$ cat src/rtl/id_decode_pipe.sv
// RV32I decode stage with a main + skid buffer, valid/ready handshake and optional
// load-use stall generation (enabled by defining ID_HAZARD_STALL_EN).
module id_decode_pipe #(
  parameter int XLEN = 32
) (
  input  logic            clk,
  input  logic            reset,
  input  logic            in_valid,
  output logic            in_ready,
  input  logic [31:0]     in_instr,
  input  logic [XLEN-1:0] in_pc,
  input  logic            flush,
  input  logic            ex_memread,
  input  logic [4:0]      ex_rd,
  output logic            out_valid,
  input  logic            out_ready,
  output logic            out_branch,
  output logic            out_jump,
  output logic            out_memread,
  output logic            out_memtoreg,
  output logic            out_memwrite,
  output logic            out_alusrc,
  output logic            out_regwrite,
  output logic            out_illegal,
  output logic [3:0]      out_aluop,
  output logic [2:0]      out_func3,
  output logic [XLEN-1:0] out_imm,
  output logic [4:0]      out_rs1,
  output logic [4:0]      out_rs2,
  output logic [4:0]      out_rd,
  output logic [XLEN-1:0] out_pc
);

  typedef struct packed {
    logic            branch;
    logic            jump;
    logic            memread;
    logic            memtoreg;
    logic            memwrite;
    logic            alusrc;
    logic            regwrite;
    logic            illegal;
    logic [3:0]      aluop;
    logic [2:0]      func3;
    logic [XLEN-1:0] imm;
    logic [4:0]      rs1;
    logic [4:0]      rs2;
    logic [4:0]      rd;
    logic [XLEN-1:0] pc;
  } entry_t;

  function automatic logic [XLEN-1:0] sext32(input logic [31:0] v);
    return XLEN'($signed(v));
  endfunction

  entry_t     dec, m_q, s_q, m_d, s_d;
  logic       m_valid, s_valid, m_valid_d, s_valid_d;
  logic       hazard, accept, fire, m_free;
  logic [2:0] f3;
  logic [31:0] imm_i, imm_s, imm_b, imm_j, imm_u;

  assign f3    = in_instr[14:12];
  assign imm_i = {{20{in_instr[31]}}, in_instr[31:20]};
  assign imm_s = {{20{in_instr[31]}}, in_instr[31:25], in_instr[11:7]};
  assign imm_b = {{20{in_instr[31]}}, in_instr[7], in_instr[30:25], in_instr[11:8], 1'b0};
  assign imm_j = {{12{in_instr[31]}}, in_instr[19:12], in_instr[20], in_instr[30:21], 1'b0};
  assign imm_u = {in_instr[31:12], 12'b0};

  always_comb begin
    dec       = '0;
    dec.pc    = in_pc;
    dec.func3 = f3;
    case (in_instr[6:0])
      7'b0110011: begin
        dec.regwrite = 1'b1;
        dec.aluop    = {in_instr[30], f3};
        dec.rs1      = in_instr[19:15];
        dec.rs2      = in_instr[24:20];
        dec.rd       = in_instr[11:7];
      end
      7'b0010011: begin
        dec.regwrite = 1'b1;
        dec.alusrc   = 1'b1;
        dec.aluop    = {(f3 == 3'b101) ? in_instr[30] : 1'b0, f3};
        dec.imm      = sext32(imm_i);
        dec.rs1      = in_instr[19:15];
        dec.rd       = in_instr[11:7];
      end
      7'b0000011: begin
        dec.memread  = 1'b1;
        dec.memtoreg = 1'b1;
        dec.regwrite = 1'b1;
        dec.alusrc   = 1'b1;
        dec.imm      = sext32(imm_i);
        dec.rs1      = in_instr[19:15];
        dec.rd       = in_instr[11:7];
      end
      7'b0100011: begin
        dec.memwrite = 1'b1;
        dec.alusrc   = 1'b1;
        dec.imm      = sext32(imm_s);
        dec.rs1      = in_instr[19:15];
        dec.rs2      = in_instr[24:20];
      end
      7'b1100011: begin
        dec.branch = 1'b1;
        dec.aluop  = 4'b1000;
        dec.imm    = sext32(imm_b);
        dec.rs1    = in_instr[19:15];
        dec.rs2    = in_instr[24:20];
      end
      7'b1101111: begin
        dec.jump     = 1'b1;
        dec.regwrite = 1'b1;
        dec.imm      = sext32(imm_j);
        dec.rd       = in_instr[11:7];
      end
      7'b1100111: begin
        dec.jump     = 1'b1;
        dec.regwrite = 1'b1;
        dec.alusrc   = 1'b1;
        dec.imm      = sext32(imm_i);
        dec.rs1      = in_instr[19:15];
        dec.rd       = in_instr[11:7];
      end
      7'b0110111, 7'b0010111: begin
        dec.regwrite = 1'b1;
        dec.alusrc   = 1'b1;
        dec.imm      = sext32(imm_u);
        dec.rd       = in_instr[11:7];
      end
      default: dec.illegal = 1'b1;
    endcase
  end

`ifdef ID_HAZARD_STALL_EN
  assign hazard = m_valid & ex_memread & (ex_rd != 5'd0) &
                  ((ex_rd == m_q.rs1) | (ex_rd == m_q.rs2));
`else
  logic unused_ex;
  assign hazard    = 1'b0;
  assign unused_ex = ^{ex_memread, ex_rd};
`endif

  assign out_valid = m_valid & ~hazard;
  assign accept    = in_valid & in_ready;
  assign fire      = out_valid & out_ready;
  assign m_free    = ~m_valid | fire;

  // Emptied entries are zeroed so an invalid main entry presents zero fields.
  always_comb begin
    m_d       = m_q;
    s_d       = s_q;
    m_valid_d = m_valid;
    s_valid_d = s_valid;
    if (m_free) begin
      if (s_valid) begin
        m_d       = s_q;
        m_valid_d = 1'b1;
        s_d       = accept ? dec : '0;
        s_valid_d = accept;
      end else begin
        m_d       = accept ? dec : '0;
        m_valid_d = accept;
      end
    end else if (accept) begin
      s_d       = dec;
      s_valid_d = 1'b1;
    end else begin
      s_d       = s_q;
    end
  end

  always_ff @(posedge clk) begin
    if (reset || flush) begin
      m_q      <= '0;
      s_q      <= '0;
      m_valid  <= 1'b0;
      s_valid  <= 1'b0;
      in_ready <= 1'b1;
    end else begin
      m_q      <= m_d;
      s_q      <= s_d;
      m_valid  <= m_valid_d;
      s_valid  <= s_valid_d;
      in_ready <= ~s_valid_d;
    end
  end

  assign out_branch   = m_q.branch;
  assign out_jump     = m_q.jump;
  assign out_memread  = m_q.memread;
  assign out_memtoreg = m_q.memtoreg;
  assign out_memwrite = m_q.memwrite;
  assign out_alusrc   = m_q.alusrc;
  assign out_regwrite = m_q.regwrite;
  assign out_illegal  = m_q.illegal;
  assign out_aluop    = m_q.aluop;
  assign out_func3    = m_q.func3;
  assign out_imm      = m_q.imm;
  assign out_rs1      = m_q.rs1;
  assign out_rs2      = m_q.rs2;
  assign out_rd       = m_q.rd;
  assign out_pc       = m_q.pc;

endmodule

$ cat config.mk
export PLATFORM = sky130hd
export DESIGN_NAME = id_decode_pipe
export DESIGN_NICKNAME = d
export VERILOG_FILES = /design/src/rtl/id_decode_pipe.sv
export SDC_FILE = /design/constraint.sdc
export NUM_CORES = 1
export LEC_CHECK = 0
export CAP_MARGIN = 20
export CORE_UTILIZATION = 51
export DETAILED_ROUTE_END_ITERATION = 8
export PLACE_DENSITY_LB_ADDON = 0.05
export SLEW_MARGIN = 20
export SYNTH_ARGS = -nofsm -noshare
export SYNTH_HDL_FRONTEND = slang
export SYNTH_SLANG_ARGS = --single-unit
export TNS_END_PERCENT = 50
$ cat constraint.sdc
create_clock -name clk -period 2.8 [get_ports clk]
set_clock_uncertainty 0.2 [all_clocks]
set_input_delay 0.7 -clock clk [delete_from_list [all_inputs] [get_ports clk]]
set_output_delay 0.7 -clock clk [all_outputs]
set_load 0.05 [all_outputs]
* Word level (Yosys, flattened, before mapping)
Cells that the tools add are included.
Widths: inputs -> output; s select.
** Word-level totals
- Bits in registers :: 191
- Input bits :: 75
- Output and inout port bits :: 96
- Logic and storage cells :: 82
** Cells by class
- Equal/unequal tests :: 11
- Multiplexer cells :: 22
- Bitwise gates (word level) :: 5
- Reductions and logical operators :: 11
** Operators with widths (number)
- $mux 94 :: 5
- $pmux 32 s5 :: 1
- $eq 7x6->1 const B :: 3
- $eq 7x7->1 const B :: 3
- $mux 5 :: 3
- $eq 7x5->1 const B :: 2
- $pmux 4 s3 :: 1
- $reduce_or 6->1 :: 2
- $mux 1 :: 11
- $reduce_or 9->1 :: 1
- $eq 7x2->1 const B :: 1
- $reduce_or 7->1 :: 1
- $reduce_or 3->1 :: 2
- $reduce_or 2->1 :: 2
- $eq 3x3->1 const B :: 1
- $and 1x1->1 :: 2
- $mux 2 :: 1
- $ne 2x2->1 const B :: 1
- $not 1->1 :: 2
- $reduce_and 2->1 :: 1
- $reduce_bool 2->1 :: 1
- $logic_or 1x1->1 :: 1
- $or 1x1->1 :: 1

* Longest topological paths before layout
- Depth in word-level cells :: 6
- Depth in mapped cells :: 7

* Worst setup path after synthesis
No wires, ideal clock.
- Path kind :: reg2reg
- From :: register m_valid, in the netlist out_valid
- To :: register s_q[59] (netlist name)
- Library setup time :: 0.122 ns
- Arrival :: 2.042 ns
- Slack :: 0.437 ns
- Stages on the path, launching flop included :: 8
- Path buffers :: 3
- Path through :: dfxtp_1 -> nor2b_1 -> buf_6 -> mux2_4 -> and2_1 -> buf_6 -> buf_6 -> a221o_1
** Between the ends
- Cells in the longest elaborated chain, start to end :: 4
- Elaborated cells between the ends (all ways) :: 7
- Classes of those cells :: eq/ne: 1; mux: 1; bitwise: 3; reduce/logical: 2
** RTL lines
- start: declaration :: RTL line 57 : logic m_valid, s_valid, m_valid_d, s_valid_d;
- start signal: assignment :: RTL line 184 : m_valid <= m_valid_d;
- $and 1x1->1 or $not 1->1 (tied branches) :: RTL line 147, 148
- $or 1x1->1 (*) :: RTL line 148 : assign m_free = ~m_valid | fire;
- $ne 2x2->1 (no line) or $reduce_bool 2->1 (tied branches)
- $reduce_and 2->1 (no line)
- end signal: assignment :: RTL line 177 : s_q <= '0;
- end signal: assignment :: RTL line 183 : s_q <= s_d;
- end: declaration :: RTL line 56 : entry_t dec, m_q, s_q, m_d, s_d;
Mark *: on every way between the ends. The rest lies on a longest branch, timed or not.
A chain may end at the register's enable or synchronous reset.

* Final worst setup path
- From :: register in_ready
- To :: output port in_ready
** RTL lines
- start: declaration :: RTL line 9 : output logic in_ready,
- start signal: assignment :: RTL line 186 : in_ready <= ~s_valid_d;
No word-level cell between the ends.

==> parameters.txt <==
Parameter                              Value

Final layout
  Diodes inserted ... 0
  Design area ... 10500 um^2
  Final standard cell count with taps included and fillers excluded ... 1222
  Final layout net count ... 1100
  Signed area change from the synthesized netlist to the final layout ... 35.3%
  Combined flip-flop and latch cell area ... 3780 um^2
  Filler cell count ... 1108
  Area of the multi-input gates ... 3610 um^2
  Share of layout cells above drive strength 1 ... 0.120

Yosys
  Top cells by count, synth ... dfxtp_1, nor2_1, clkbuf_1
  Syn Nets ... 932
  Ys async rst share ... 0
  Count of flip-flops with a built-in enable after synthesis ... 0
  Synthesized instance count ... 857
  Seq cells post-synth ... 189
  Syn. warnings ... 0
  Most used standard cell by instance count after synthesis ... dfxtp_1
  Main flop type after synthesis ... dfxtp_1
  Count of cell types in the netlist ... 53
  Cell taking the most area after synthesis ... dfxtp_1
  Cell Area, Synth ... 7760 um^2
  Synthesized area per cell ... 9.06 um^2
  Fraction of the yosys area taken by sequential cells ... 0.487
  Cells taking the most area after synthesis ... dfxtp_1, a221oi_1, nor2_1
  Synth top area share ... 0.487

Setup path
  Worst path top cell family by delay ... buffers and inverters
  Critical path's largest stage delay ... 840 ps
  Critical path type ... flip-flop to primary output
  Number of buffer and inverter instances along the worst setup path ... 1
  Worst path cell trace ... clkdlybuf4s50_1
  Endpoint type of the worst setup path ... primary output
  Slowest cell on crit path ... clkdlybuf4s50_1
  Critical Path AT ... 1650 ps
  Cell count of the worst reg-to-reg path ... 6
  Worst-path fanout max ... 5
  Start of the worst register-to-register path ... out_valid$_SDFFE_PP0N_
  Launch point of the critical path ... in_ready$_SDFF_PP1_
  Launching element type of the critical path ... flip-flop
  Data required time of the critical path ... 1900 ps
  Logic depth of the worst path, buffers included ... 1

Floorplanning
  Die H ... 125 um
  # IOs ... 171
  Area enclosed by the die boundary ... 15700 um^2
  Initial Utilization ... 0.528
  Width of the die ... 125 um
  Standard cell core area ... 14700 um^2
  Cell row count ... 44

Clocking
  CTS sink count ... 189
  Post-CTS setup buffer count ... 0
  Insertion delay to the later sink of the worst-skew pair ... 430 ps
  CTS tree ... done
  CTS max path bufs ... 2
  Number of buffers inserted by hold repair at cts ... 0
  H-tree depth reported by CTS ... 4
  Clk slew on worst S/H paths ... 70 ps
  Post-cts gate resize count ... 0
  Root buf cell ... clkbuf_16
  CTS buffer count ... 17

Run
  Number of max-cap violations ... 0

Timing
  Pin slew with the least headroom to its limit ... 547 ps
  Max_slew headroom ... 0.634
  Final clock period utilization by the worst path ... 0.910
  Highest clock rate ... 392 MHz
  Count of endpoints failing hold in the final timing report ... 0
  Unrepaired setup endpoints after global routing ... false
  Final setup violating endpoints ... 0
  Final max-slew violation count ... 0
  Final critical-path required period ... 2550 ps
  Setup slack after layout ... 251 ps

Detailed routing
  Wirelength, routed ... 24.3 mm
  Detailed router's first-iteration violation count ... 806
  DRC violations left ... 14
  Antenna-violating nets left ... 0
  Vias ... 7807
  Wire length per cell ... 19.8 um
  First-pass iteration count of the detailed router ... 9
  Avg Vias per Cell ... 6.39

GRT
  Initial antenna violation count ... 0
  Overflow left after global routing ... 0
  Tot GR Track Use ... 0.307
  Global-route wire length before repair ... 38.6 mm
  Via count of the first global-routing pass ... 7661
  Pin count of the biggest net entering global routing ... 78

Hold path
  Startpoint of the most critical hold path ... s_q[93]$_SDFFE_PP0P_
  Worst min path class ... flip-flop to flip-flop
  Cell depth of the worst min-delay path ... 2

Pwr
  Leakage power ... 3.79 nW
  PwrDens ... 549 nW/um^2
  Worst IR Drop VDD ... 0.342 mV

Status
  Violated checks ... design-rule violations
  Result of the run ... complete, but fails checks

Place
  Global placer's final weighted congestion ... 0.940
  DP Wirelength ... 16.7 mm
  Placed instance area ... 9910 um^2
  Placed cell count ... 1190
  Placement-stage worst setup slack ... -22.2 ps
  I/O Buffers ... 164
## registers in the layout, indices dropped and copies added (netlist names), 3 cells and up
name	count
s_q	93
out_imm	32
out_pc	32
out_rd	5
out_rs1	5
out_rs2	5
out_aluop	4
out_func3	3
## path summary, 6_finish.rpt
path | to | slack [ps]
worst max-delay path | in_ready | 250
worst min-delay path | s_q[93]$_SDFFE_PP0P_ | 260
worst max register to register | s_q[64]$_SDFFE_PP0P_ | 640
worst min register to register | s_q[93]$_SDFFE_PP0P_ | 260
## worst min-delay path: stages (launching register included)
cell and delay (ps):
dfxtp_1 310, nand2_1 50, a21oi_1 50
## area by class of cell
type,count,area share
clock buffer,19,0.0412
clock inverter,13,0.0149
inverter,5,0.00179
multi-input combinational,572,0.343
sequential,189,0.360
tap,184,0.0219
timing repair buffer,240,0.217
## cell usage in the layout (no fill, tap or decap), drive strengths merged, types with 23 or more instances in the layout
cell             n
nor2           111
a21oi           50
nor3            41
nand2           31
a221o           23
o21ai           26
a22oi           38
dfxtp          189
clkdlybuf4s50  164
buf             76
nand3           39
a221oi          53
and3            30
## report_power, final
part	internal, mW	switching [mW]
Sequential	2.71	0.0159
Combinational	0.245	0.365
Clock	1.34	1.09
## through the flow
step / utilization / setup TNS (ps) / hold slack, ps / power (mW)
6_report: 0.715 / 0 / 260 / 5.77
5_1_grt: 0.715 / 0 / 284 / 5.93
4_1_cts: 0.715 / 0 / 258 / 5.78
3_5_place_dp: 0.674 / -58.3 / 249 / 3.39
3_3_place_gp: 0.674 / 0 / 237 / 3.38
2_1_floorplan: - / 0 / 224 / 3.10
## cells by family (layout without fill, tap and decap cells)
kind of cell,after synthesis,after routing,synth area share
buf+inv,96,277,0.0525
mux,2,2,0.00338
compound gates,283,283,0.276
flops,189,189,0.487
simple gates,287,287,0.181
## routing by layer
metal | GRT usage | vias to the layer above | part of all wire
met5 | 0 | - | 0
met4 | 0.120 | 0 | 0.021
met3 | 0.0552 | 50 | 0.070
met2 | 0.517 | 379 | 0.49
met1 | 0.391 | 3793 | 0.42
li1 | - | 3585 | -
No activity file was read; power rests on OpenSTA's default activity.
